===== src/rtl/tmr32_duty_seq_if.sv =====
// tmr32_duty_seq_if -- entry-push channel for the duty sequencer.
//   in_valid : producer offers an entry
//   in_ready : sequencer accepts the entry (in_valid && in_ready)
//   in_cmpx  : CMPX value of the offered entry
//   in_cmpy  : CMPY value of the offered entry
//   in_rep   : entry applies for in_rep+1 timer periods
// master = producer side, slave = sequencer side.
interface tmr32_duty_seq_if #(
    parameter int DW = 32,
    parameter int RW = 8
);
    logic          in_valid;
    logic          in_ready;
    logic [DW-1:0] in_cmpx;
    logic [DW-1:0] in_cmpy;
    logic [RW-1:0] in_rep;

    modport master (output in_valid, in_cmpx, in_cmpy, in_rep, input in_ready);
    modport slave  (input in_valid, in_cmpx, in_cmpy, in_rep, output in_ready);
endinterface


===== src/rtl/tmr32_duty_seq.sv =====
// tmr32_duty_seq -- feeds a PWM timer its CMPX/CMPY compare values from a
// small entry FIFO, advancing one entry per (rep+1) timer periods.
//   clk, rst_n : clock, asynchronous active-low reset
//   en         : sequencer enable (IDLE <-> WAIT/RUN)
//   flush      : synchronous clear of FIFO and repeat counter
//   in_if      : entry-push channel (valid/ready, cmpx, cmpy, rep)
//   period_evt : one-cycle pulse at the timer period boundary
//   cmpx, cmpy : compare values currently driven to the timer
//   ld         : one-cycle pulse when cmpx/cmpy take a new entry
//   busy       : high in WAIT and RUN
//   level      : FIFO occupancy
//   underrun   : one-cycle pulse when an entry was due but FIFO was empty
module tmr32_duty_seq #(
    parameter int DW    = 32,
    parameter int DEPTH = 4,
    parameter int RW    = 8
) (
    input  logic                     clk,
    input  logic                     rst_n,
    input  logic                     en,
    input  logic                     flush,
    tmr32_duty_seq_if.slave          in_if,
    input  logic                     period_evt,
    output logic [DW-1:0]            cmpx,
    output logic [DW-1:0]            cmpy,
    output logic                     ld,
    output logic                     busy,
    output logic [$clog2(DEPTH):0]   level,
    output logic                     underrun
);
    localparam int AW = $clog2(DEPTH);

    typedef enum logic [1:0] {S_IDLE, S_WAIT, S_RUN} state_t;

    state_t        state_q, state_d;
    logic [DW-1:0] mem_x [DEPTH];
    logic [DW-1:0] mem_y [DEPTH];
    logic [RW-1:0] mem_r [DEPTH];
    logic [AW-1:0] wr_ptr_q, rd_ptr_q;
    logic [AW:0]   level_q, level_d;
    logic [RW-1:0] cnt_q, cnt_d;
    logic [DW-1:0] cmpx_q, cmpy_q;
    logic          ld_q, urun_q;
    logic          full, empty, push, pop, urun;

    assign full  = (level_q == (AW+1)'(DEPTH));
    assign empty = (level_q == '0);
    // Ready depends only on registered occupancy, never on a same-cycle pop.
    assign in_if.in_ready = !full;
    assign push  = in_if.in_valid && !full && !flush;

    always_comb begin
        state_d = state_q;
        cnt_d   = cnt_q;
        pop     = 1'b0;
        urun    = 1'b0;
        if (flush) begin
            state_d = en ? S_WAIT : S_IDLE;
            cnt_d   = '0;
        end else begin
            case (state_q)
                S_IDLE: if (en) state_d = S_WAIT;
                S_WAIT: begin
                    if (!en) state_d = S_IDLE;
                    else if (period_evt && !empty) begin
                        pop     = 1'b1;
                        state_d = S_RUN;
                    end
                end
                S_RUN: begin
                    if (!en) state_d = S_IDLE;
                    else if (period_evt) begin
                        if (cnt_q != '0) cnt_d = cnt_q - RW'(1);
                        else if (!empty) pop  = 1'b1;
                        else             urun = 1'b1;
                    end
                end
                default: state_d = S_IDLE;
            endcase
            if (pop) cnt_d = mem_r[rd_ptr_q];
        end
    end

    always_comb begin
        level_d = level_q;
        if (flush) level_d = '0;
        else if (push && !pop) level_d = level_q + (AW+1)'(1);
        else if (!push && pop) level_d = level_q - (AW+1)'(1);
    end

    // Storage is not reset: pointers and level define what is valid.
    always_ff @(posedge clk) begin
        if (push) begin
            mem_x[wr_ptr_q] <= in_if.in_cmpx;
            mem_y[wr_ptr_q] <= in_if.in_cmpy;
            mem_r[wr_ptr_q] <= in_if.in_rep;
        end
    end

    always_ff @(posedge clk or negedge rst_n) begin
        if (!rst_n) begin
            state_q  <= S_IDLE;
            wr_ptr_q <= '0;
            rd_ptr_q <= '0;
            level_q  <= '0;
            cnt_q    <= '0;
            cmpx_q   <= '0;
            cmpy_q   <= '0;
            ld_q     <= 1'b0;
            urun_q   <= 1'b0;
        end else begin
            state_q <= state_d;
            level_q <= level_d;
            cnt_q   <= cnt_d;
            ld_q    <= pop;
            urun_q  <= urun;
            if (flush) begin
                wr_ptr_q <= '0;
                rd_ptr_q <= '0;
            end else begin
                if (push) wr_ptr_q <= wr_ptr_q + AW'(1);
                if (pop)  rd_ptr_q <= rd_ptr_q + AW'(1);
            end
            if (pop) begin
                cmpx_q <= mem_x[rd_ptr_q];
                cmpy_q <= mem_y[rd_ptr_q];
            end
        end
    end

    assign cmpx     = cmpx_q;
    assign cmpy     = cmpy_q;
    assign ld       = ld_q;
    assign underrun = urun_q;
    assign level    = level_q;
    assign busy     = (state_q != S_IDLE);
endmodule

===== src/flat_wrapper.sv =====
// flat-port wrapper written by rule: the top's interface ports become plain ports
module tmr32_duty_seq_flat 
#(
    parameter int DW    = 32,
    parameter int DEPTH = 4,
    parameter int RW    = 8
)
  (clk, rst_n, en, flush, period_evt, cmpx, cmpy, ld, busy, level, underrun, in_if_in_valid, in_if_in_cmpx, in_if_in_cmpy, in_if_in_rep, in_if_in_ready);
  tmr32_duty_seq_if #(.DW(DW), .RW(RW)) in_if_i ();
  input  logic clk;
  input  logic rst_n;
  input  logic en;
  input  logic flush;
  input  logic period_evt;
  output logic [DW-1:0] cmpx;
  output logic [DW-1:0] cmpy;
  output logic ld;
  output logic busy;
  output logic [$clog2(DEPTH):0] level;
  output logic underrun;
  input wire logic [$bits(in_if_i.in_valid)-1:0] in_if_in_valid;
  input wire logic [$bits(in_if_i.in_cmpx)-1:0] in_if_in_cmpx;
  input wire logic [$bits(in_if_i.in_cmpy)-1:0] in_if_in_cmpy;
  input wire logic [$bits(in_if_i.in_rep)-1:0] in_if_in_rep;
  output wire logic [$bits(in_if_i.in_ready)-1:0] in_if_in_ready;
  assign in_if_i.in_valid = in_if_in_valid;
  assign in_if_i.in_cmpx = in_if_in_cmpx;
  assign in_if_i.in_cmpy = in_if_in_cmpy;
  assign in_if_i.in_rep = in_if_in_rep;
  assign in_if_in_ready = in_if_i.in_ready;
  tmr32_duty_seq #(.DW(DW), .DEPTH(DEPTH), .RW(RW)) u_core (.clk(clk), .rst_n(rst_n), .en(en), .flush(flush), .in_if(in_if_i), .period_evt(period_evt), .cmpx(cmpx), .cmpy(cmpy), .ld(ld), .busy(busy), .level(level), .underrun(underrun));
endmodule

===== config.mk =====
export PLATFORM = sky130hd
export DESIGN_NAME = tmr32_duty_seq_flat
export DESIGN_NICKNAME = d
export VERILOG_FILES = /design/src/rtl/tmr32_duty_seq_if.sv /design/src/rtl/tmr32_duty_seq.sv /design/src/flat_wrapper.sv
export SDC_FILE = /design/constraint.sdc
export NUM_CORES = 1
export LEC_CHECK = 0
export ABC_AREA = 1
export CAP_MARGIN = 20
export CELL_PAD_IN_SITES_DETAIL_PLACEMENT = 1
export CELL_PAD_IN_SITES_GLOBAL_PLACEMENT = 1
export CORE_ASPECT_RATIO = 1.4
export CORE_MARGIN = 3
export CORE_UTILIZATION = 35
export CTS_CLUSTER_SIZE = 20
export DETAILED_ROUTE_END_ITERATION = 10
export PLACE_DENSITY = 0.65
export SETUP_SLACK_MARGIN = 0.15
export SLEW_MARGIN = 20
export SYNTH_ARGS = -nofsm -noshare
export SYNTH_HDL_FRONTEND = slang
export SYNTH_SLANG_ARGS = --single-unit

===== constraint.sdc =====
create_clock -name clk -period 4.25 [get_ports clk]
set_clock_uncertainty 0.2 [all_clocks]
set_input_delay 1.0625 -clock clk [delete_from_list [all_inputs] [get_ports clk]]
set_output_delay 1.0625 -clock clk [all_outputs]
set_load 0.02 [all_outputs]

-- Yosys cells after proc, flatten, opt, wreduce, memory -nomap -nowiden
Memories as Yosys holds them, arrays and structs flattened. A register that Yosys moved wholly into a read port is not among the register bits.
Index checks and enable logic that the tools add are counted.
- add/sub/neg operators: 5
- eq/ne operators: 6
- multiplexer cells: 37
- reductions and logical operators: 25
- operators by type and width (cell ; count):
    $mux 8 ; 6
    $mux 2 ; 9
    $mux 1 ; 17
    $reduce_bool 3->1 ; 5
    $mux 3 ; 3
    $reduce_bool 8->1 ; 1
    $sub 8x1->8 const B ; 1
    $logic_not 1->1 ; 7
    $ne 3x3->1 const B ; 2
    $pmux 2 s3 ; 1
    $reduce_bool 2->1 ; 3
    $logic_and 1x1->1 ; 5
    $add 2x1->2 const B ; 2
    $ne 4x3->1 const B ; 1
    $reduce_and 4->1 ; 1
    $add 3x1->3 const B ; 1
    $eq 3x3->1 const B ; 1
    $logic_not 3->1 ; 1
    $reduce_and 3->1 ; 1
    $sub 3x1->3 const B ; 1
    $eq 2x1->1 const B ; 1
    $eq 2x2->1 const B ; 1
    $logic_not 2->1 ; 1
    $pmux 1 s2 ; 1
- register bits after elaboration: 19
- bits in writable memories: 288
- input bits: 78
- output and inout bits: 71
- word-level logic and storage cells: 83
- memories kept: 3
- memories (name ; depth ; bits a word ; read ports ; clocked after Yosys merged registers in ; write ports ; RTL line ; RTL):
    u_core.mem_x ; 4 ; 32 ; 1 ; 1 ; 1 ; tmr32_duty_seq.sv:36 ; logic [DW-1:0] mem_x [DEPTH];
    u_core.mem_y ; 4 ; 32 ; 1 ; 1 ; 1 ; tmr32_duty_seq.sv:37 ; logic [DW-1:0] mem_y [DEPTH];
    u_core.mem_r ; 4 ; 8 ; 1 ; 0 ; 1 ; tmr32_duty_seq.sv:38 ; logic [RW-1:0] mem_r [DEPTH];

-- Depth between registers and ports, before layout
Gate-level depths: netlist of the first run.
- word-level depth: 12
- mapped depth: 14
- gate-level depth less buffers: 14

-- Least setup slack after synthesis of the first run
No wires, ideal clock.
- path type: in2reg
- from: input flush
- to: memory u_core.mem_r[0][0], enable pin
- library setup time: 0.503 ns
- arrival: 4.528 ns
- data required time: 3.547 ns
- setup slack: -0.981 ns
- stages on the path: 4
- path buffers: 1
- path through: buf_2 -> inv_1 -> nand3_1 -> nor2_1
- word-level cells in the longest chain between the ends: 4
- ends and longest elaborated chain (what ; RTL line ; RTL):
    from (decl) ; flat_wrapper.sv:13 ; input logic flush;
    $logic_not 1->1 ; tmr32_duty_seq.sv:50 ; assign push = in_if.in_valid && !full && !flush;
    $logic_and 1x1->1 ; tmr32_duty_seq.sv:50 ;
    $mux 1 ; tmr32_duty_seq.sv:93 ; if (push) begin
    $mux 1 (not written as such) ; tmr32_duty_seq.sv:96 ; mem_r[wr_ptr_q] <= in_if.in_rep;
    to (decl) ; tmr32_duty_seq.sv:38 ;
Every way passes these cells.

-- Worst setup path in the final report of the first run
- from: register u_core.state_q[0]
- to: output busy
- word-level cells in the longest chain between the ends: 1
- ends and longest elaborated chain (what ; RTL line ; RTL):
    from (decl) ; tmr32_duty_seq.sv:35 ; state_t state_q, state_d;
    from (signal assigned) ; tmr32_duty_seq.sv:112 ; state_q <= state_d;
    $reduce_bool 2->1 ; tmr32_duty_seq.sv:136 ; assign busy = (state_q != S_IDLE);
    to (decl) ; flat_wrapper.sv:18 ; output logic busy;
Every way passes these cells.

==> flow_metrics.env, run 1 <==
export IMPL_critical_path_required_ns=2.99
export IMPL_combinational_family_with_the_most_area_after_synthesis="compound AO/OA/AOI/OAI gates"
export IMPL_ff2ff_setup_slack_ns=1.48
export IMPL_layout_drive_gt1_share_pct=7.14
export IMPL_global_route_usage_total_pct=17.0
export IMPL_critPathMaxFanout=3
export IMPL_worstSkewPairLatency_ns=0.53
export IMPL_route_detailed_wl_per_inst_um=19.9
export IMPL_rsz_0062_raised_after_global_routing="no"
export IMPL_synth_area_in_compound_gates_pct=11.3
export IMPL_post_cts_hold_buffer_count=0
export IMPL_vias=9302
export IMPL_die_footprint_um2=43500
export IMPL_grt_pass1_wl_mm=57.5
export IMPL_pwr_density_cell_nw_per_um2=567
export IMPL_syn_num_nets=1236
export IMPL_cts_clk_slew_worst_paths_ns=0.06
export IMPL_timing_final_crit_period_ns=3.12
export IMPL_layout_area_overhead_vs_synth_pct=22.8
export IMPL_antenna_violating_nets_post_route=0
export IMPL_hp_class="reg2reg"
export IMPL_floorplan_core_area_um2=40400
export IMPL_grt_start_max_net_pins=86
export IMPL_worst_setup_path_type="reg2out"
export IMPL_cts_htree_levels=2
export IMPL_drt_pass1_iter_count=4
export IMPL_detailedPlace_worstSlack_ns=0.698
export IMPL_top_level_ports=149
export IMPL_fp_dieH_um=246
export IMPL_drv_cap=0
export IMPL_finalCoreUtilization_pct=43.7
export IMPL_cts_buffer_depth=3
export IMPL_hold_path_endpoint="u_core.cmpy[15]"
export IMPL_post_cts_gate_resize_count=0
export IMPL_floorplan_rows=87
export IMPL_gp_congestion=0.728
export IMPL_routed_wire_length_mm=36.9
export IMPL_achievable_clock_frequency_mhz=321
export IMPL_worst_max_slew_pin_slew_ns=0.884
export IMPL_die_width_um=177
export IMPL_syn_instance_count=1148
export IMPL_tritoncts_num_sinks=371
export IMPL_initial_core_util_pct=35.6
export IMPL_xor_xnor_cell_area_share_of_the_yosys_netlist_pct=0.427
export IMPL_worst_r2r_startpoint="u_core.rd_ptr_q[0]"
export IMPL_cp_arrival_ns=1.86
export IMPL_layout_nets=1375
export IMPL_hp_start="u_core.cmpy[15]"
export IMPL_detailedRoute_firstIterationViolations=385
export IMPL_num_cts_buffers=38
export IMPL_synth_cell_area_um2=14400
export IMPL_synth_warnings=0
export IMPL_whs_path_depth=2
export IMPL_portBuffers=148
export IMPL_rr_worst_depth=5
export IMPL_portion_of_the_post_synthesis_area_used_by_sequential_elements_pct=74.7
export IMPL_synth_area_mux_share_pct=0
export IMPL_tritoncts="yes"
export IMPL_hpwl_mm=21.1
export IMPL_total_congestion_overflow=0
export IMPL_max_vdd_ir_drop_uv=294
export IMPL_layout_cells_most_common="sky130_fd_sc_hd__edfxtp_1"
export IMPL_most_common_layout_cells="sky130_fd_sc_hd__edfxtp_1 (288), sky130_fd_sc_hd__o21ai_0 (203), sky130_fd_sc_hd__nand2_1 (190)"
export IMPL_slew_violations=0
export IMPL_post_synth_fa_ha_maj_area_fraction_pct=0.924
export IMPL_timing_slew_headroom_pct=41.1
export IMPL_worstSetupEndpointType="primary output"
export IMPL_yosysUniqueCellTypes=32
export IMPL_grt_pass1_vias=10105
export IMPL_element_type_at_the_critical_path_start="register"
export IMPL_synth_seq_cells=371
export IMPL_drcViolationCount=0
export IMPL_clock_tree_root_cell="sky130_fd_sc_hd__clkbuf_16"
export IMPL_worst_r2r_endpoint="u_core.cmpy[8]"
export IMPL_worst_slack_ns=1.13
export IMPL_p_leak_nw=6.43
export IMPL_grt_antenna_before_repair=2
export IMPL_syn_avg_cell_area_um2=12.5
export IMPL_post_cts_buffers=0
export IMPL_setup_viol=0
export IMPL_outcome="finished clean"
export IMPL_post_route_fraction_of_the_period_consumed_by_the_critical_path_pct=73.4
export IMPL_route_detailed_vias_per_inst=5.02
export IMPL_synth_simple_gate_area_share_pct=9.90
export IMPL_count_of_final_hold_check_violations=0
==> how the worst max path moves through the flow <==
stage / startpoint / end / slack, ns
global placement: en / u_core.level[2] / 0.77
global route: u_core.state_q[0] / busy / 1.05
detailed placement: en / u_core.level[2] / 0.70
finish: u_core.state_q[0] / busy / 1.13
CTS: u_core.state_q[1] / busy / 1.10
floorplan: flush / u_core.mem_r[0][0] / -0.98
==> worst max-delay path, cell delays in order, from the launching register on <==
cell,delay (ns)
sky130_fd_sc_hd__dfrtp_1,0.37
sky130_fd_sc_hd__inv_1,0.07
sky130_fd_sc_hd__ha_1,0.22
sky130_fd_sc_hd__inv_1,0.07
sky130_fd_sc_hd__clkdlybuf4s50_1,0.59
==> logic make-up after synthesis <==
group	after synthesis
xor+xnor	7
buf+inv	96
fa+ha+maj	10
flops	371
compound gates	301
simple gates	363
==> synth_stat cells <==
master | instances | share of area, %
sky130_fd_sc_hd__nand2_4 | 1 | 0.078
sky130_fd_sc_hd__dfrtp_1 | 83 | 14
sky130_fd_sc_hd__nand2_1 | 190 | 5.0
sky130_fd_sc_hd__o21ai_0 | 203 | 7.1
sky130_fd_sc_hd__ha_1 | 9 | 0.78
sky130_fd_sc_hd__nor4_1 | 1 | 0.044
sky130_fd_sc_hd__fa_1 | 1 | 0.14
sky130_fd_sc_hd__nor2_4 | 1 | 0.078
sky130_fd_sc_hd__xor2_1 | 4 | 0.24
sky130_fd_sc_hd__nor2_8 | 1 | 0.14
sky130_fd_sc_hd__nor2_2 | 2 | 0.087
sky130_fd_sc_hd__buf_6 | 2 | 0.16
sky130_fd_sc_hd__a22oi_1 | 2 | 0.10
sky130_fd_sc_hd__edfxtp_1 | 288 | 60
sky130_fd_sc_hd__nand4_1 | 3 | 0.13
sky130_fd_sc_hd__a21oi_1 | 7 | 0.24
sky130_fd_sc_hd__o21ai_1 | 16 | 0.56
sky130_fd_sc_hd__inv_1 | 24 | 0.63
sky130_fd_sc_hd__buf_2 | 16 | 0.56
sky130_fd_sc_hd__o211ai_1 | 2 | 0.10
sky130_fd_sc_hd__buf_1 | 3 | 0.078
sky130_fd_sc_hd__xnor2_1 | 3 | 0.18
sky130_fd_sc_hd__clkbuf_1 | 44 | 1.2
sky130_fd_sc_hd__nor3_1 | 1 | 0.035
sky130_fd_sc_hd__inv_2 | 3 | 0.078
sky130_fd_sc_hd__nor2_1 | 155 | 4.1
sky130_fd_sc_hd__o21ai_4 | 1 | 0.11
sky130_fd_sc_hd__o22ai_1 | 69 | 3.0
sky130_fd_sc_hd__o311ai_0 | 1 | 0.061
sky130_fd_sc_hd__nand2_2 | 1 | 0.044
sky130_fd_sc_hd__nand3_1 | 7 | 0.24
sky130_fd_sc_hd__clkbuf_2 | 4 | 0.14
==> sequential cells by signal, indices dropped and copies added, names as in the netlist <==
signal	cells
u_core.mem_x	128
u_core.mem_y	128
u_core.wr_ptr_q	2
u_core.underrun	1
u_core.cnt_q	8
u_core.state_q	2
u_core.ld	1
u_core.cmpx	32
u_core.mem_r	32
u_core.level	3
u_core.cmpy	32
u_core.rd_ptr_q	2
==> routing by layer <==
layer / track usage [%] / wire [µm]
met1: 19.9 / 14900
met2: 31.8 / 19700
met3: 2.83 / 1420
met4: 5.06 / 843
met5: 0 / 0
==> power breakdown <==
| group | internal [W] | switching, W | leakage (nW) |
|---|---|---|---|
| clock network | 0.00185 | 0.00137 | 0.579 |
| registers | 0.00439 | 0.000261 | 3.68 |
| logic | 0.000902 | 0.00124 | 2.17 |
==> metrics by stage <==
stage	total power (W)	cell area (µm²)	TNS [ns]	hold WS [ns]	instances
detailed placement	0.00691	16400	0	0.285	1781
floorplan	0.00582	14400	-282.49	0.265	1148
finish	0.0100	17600	0	0.291	1853
CTS	0.0102	17600	0	0.300	1850
global route	0.0105	17600	0	0.332	1851
global placement	0.00686	16400	0	0.274	1781
==> cell type report <==
type,instances,area [µm²]
clock inverter,17,124
sequential,371,10700
antenna,3,7.51
inverter,27,104
multi-input combinational,681,3260
fill,4157,22700
clock buffer,52,1080
tap,534,668
timing repair buffer,168,1660
Note: power is estimated with default switching activity, not from simulation.
==> inputs of run 2 (changes only) <==
--- a/config.mk
+++ b/config.mk
@@ -14,7 +14,7 @@
 export CORE_UTILIZATION = 35
 export CTS_CLUSTER_SIZE = 20
 export DETAILED_ROUTE_END_ITERATION = 10
-export PLACE_DENSITY = 0.65
+export PLACE_DENSITY = 0.62
 export SETUP_SLACK_MARGIN = 0.15
 export SLEW_MARGIN = 20
 export SYNTH_ARGS = -nofsm -noshare
==> constraint.sdc (replaced) <==
create_clock -name clk -period 3.21 [get_ports clk]
set_clock_uncertainty 0.2 [all_clocks]
set_input_delay 0.8025 -clock clk [delete_from_list [all_inputs] [get_ports clk]]
set_output_delay 0.8025 -clock clk [all_outputs]
set_load 0.02 [all_outputs]
==> run 2 against run 1 <==
Net effect: non-clock buffer count increased by 9; die area is the same; cell count rose by 0.54%; setup slack worse by 0.78 ns; cell area increased by 1.1%; worst hold slack got worse by 0.25 ns; via count rose by 1.2%; sequential share of layout area down 0.64 points; total power is 34% higher; flip-flop and latch count did not move; utilization grew 0.46 points; critical path type unchanged.
==> flow_metrics.env, run 2 (synthesis gave the netlist of run 1 again) <==
export IMPL_post_cts_gate_resize_count=0
export IMPL_achievable_clock_frequency_mhz=350
export IMPL_most_common_layout_cells="sky130_fd_sc_hd__edfxtp_1 (288), sky130_fd_sc_hd__o21ai_0 (203), sky130_fd_sc_hd__nand2_1 (190)"
export IMPL_seqCellArea_um2=10700
export IMPL_floorplan_core_area_um2=40400
export IMPL_post_cts_hold_buffer_count=0
export IMPL_grt_start_max_net_pins=146
export IMPL_worstSetupEndpointType="primary output"
export IMPL_cts_clk_slew_worst_paths_ns=0.06
export IMPL_hp_class="in2async"
export IMPL_element_type_at_the_critical_path_start="register"
export IMPL_drt_pass1_iter_count=4
export IMPL_route_detailed_vias_per_inst=5.05
export IMPL_fillCellCount=4160
export IMPL_count_of_final_hold_check_violations=0
export IMPL_vias=9410
export IMPL_route_detailed_wl_per_inst_um=20.1
export IMPL_tritoncts_num_sinks=371
export IMPL_comb_power_share_pct=21.8
export IMPL_die_footprint_um2=43500
export IMPL_detailedRoute_firstIterationViolations=492
export IMPL_timing_final_crit_period_ns=2.86
export IMPL_drcViolationCount=0
export IMPL_layout_cells_most_common="sky130_fd_sc_hd__edfxtp_1"
export IMPL_tritoncts="yes"
export IMPL_routed_wire_length_mm=37.4
export IMPL_grt_pass1_wl_mm=58.4
export IMPL_antenna_violating_nets_post_route=0
export IMPL_drv_cap=0
export IMPL_timing_critical_path_slowest_stage_cell="sky130_fd_sc_hd__clkdlybuf4s50_1"
export IMPL_worst_max_slew_pin_slew_ns=0.938
export IMPL_gp_congestion=0.754
export IMPL_clock_power_share_pct=32.2
export IMPL_share_seq_of_total_power_pct=46.0
export IMPL_p_leak_nw=6.51
export IMPL_pwr_density_cell_nw_per_um2=750
export IMPL_worstSkewPairLatency_ns=0.54
export IMPL_slew_violations=0
export IMPL_portBuffers=148
export IMPL_worst_setup_path_type="reg2out"
export IMPL_clock_tree_root_cell="sky130_fd_sc_hd__clkbuf_16"
export IMPL_post_cts_buffers=0
export IMPL_rsz_0062_raised_after_global_routing="no"
export IMPL_total_congestion_overflow=0
export IMPL_initial_core_util_pct=35.6
export IMPL_outcome="finished clean"
export IMPL_hpwl_mm=21.4
export IMPL_switchingPower_w=0.00381
export IMPL_critical_path_required_ns=2.21
export IMPL_grt_antenna_before_repair=5
export IMPL_largest_registers_ranked_by_flip_flop_count="u_core.mem_x (128), u_core.mem_y (128)"
export IMPL_crit_path_top_cell_by_count="sky130_fd_sc_hd__inv_1"
export IMPL_layout_nets=1384
export IMPL_worst_path_largest_cell_delay_ns=0.61
export IMPL_layout_drive_gt1_share_pct=7.47
export IMPL_internal_power_w=0.00956
export IMPL_final_setup_tns_ns=0
export IMPL_cts_htree_levels=2
export IMPL_setup_viol=0
export IMPL_cp_arrival_ns=1.86
export IMPL_fp_dieH_um=246
export IMPL_max_vdd_ir_drop_uv=356
export IMPL_num_cts_buffers=38
export IMPL_multi_input_comb_area_um2=3260
export IMPL_floorplan_rows=87
export IMPL_power_share_switching_pct=28.5
export IMPL_post_route_fraction_of_the_period_consumed_by_the_critical_path_pct=89.0
export IMPL_global_route_usage_total_pct=17.3
export IMPL_cp_cell_sequence="inv_1 > ha_1 > inv_1 > clkdlybuf4s50_1"
export IMPL_timing_slew_headroom_pct=37.5
export IMPL_cts_buffer_depth=3
export IMPL_fin_hold_ws_ns=0.0412
export IMPL_layout_area_overhead_vs_synth_pct=24.1
export IMPL_critPathMaxFanout=3
export IMPL_grt_pass1_vias=10333
export IMPL_die_width_um=177
export IMPL_top_level_ports=149
## run 2: final timing paths
path	start	endpoint	slack (ns)	cells after the start
max	u_core.state_q[1]	busy	0.35	4
min	rst_n	u_core.cmpy[11]	0.04	1
max reg2reg	u_core.cnt_q[0]	u_core.level[2]	0.76	14
min reg2reg	u_core.cmpy[10]	u_core.cmpy[10]	0.29	2
max in group asynchronous	rst_n	u_core.cmpx[24]	2.04	2
min in group clk	u_core.cmpy[10]	u_core.cmpy[10]	0.29	2
## run 2: metal layers
metal  wire length [µm]  vias to the layer above  GRT usage (%)
li1                   -                     4385              -
met1              15200                     4804           20.5
met2              19700                      168           32.0
met3               1600                       49           3.03
met4                879                        4           4.95
met5                 37                        -              0
## run 2: worst max-delay path: cells and delay by family, from the launching register on
kind | cells | cell delay [ns]
buffers and inverters | 3 | 0.77
DFF | 1 | 0.38
adders and majority gates | 1 | 0.19
## run 2: final cells by class
cell class,count,area share (%)
Antenna cell,4,0.0562
Clock buffer,53,5.88
Clock inverter,16,0.955
Inverter,27,0.583
Multi-Input combinational cell,681,18.3
Sequential cell,371,60.2
Tap cell,534,3.75
Timing Repair Buffer,177,10.3
## run 2: per-stage QoR
step / instance area (µm²) / setup slack (ns) / power (W) / util, % / std cells
detailed placement: 16600 / 0.265 / 0.00921 / 41.1 / 1790
finish: 17800 / 0.352 / 0.0134 / 44.1 / 1863
floorplan: 14400 / -0.611 / 0.00771 / - / 1148
CTS: 17800 / 0.314 / 0.0136 / 44.1 / 1859
global placement: 16600 / 0.307 / 0.00914 / 41.1 / 1790
global route: 17800 / 0.254 / 0.0141 / 44.1 / 1862
## run 2: power groups by stage
stage | Clock, W | Sequential (W) | Combinational, W
finish | 0.00430 | 0.00616 | 0.00291
CTS | 0.00441 | 0.00617 | 0.00297
global route | 0.00462 | 0.00623 | 0.00322
global placement | 0 | 0.00625 | 0.00289
floorplan | 0 | 0.00667 | 0.00104
detailed placement | 0 | 0.00626 | 0.00295
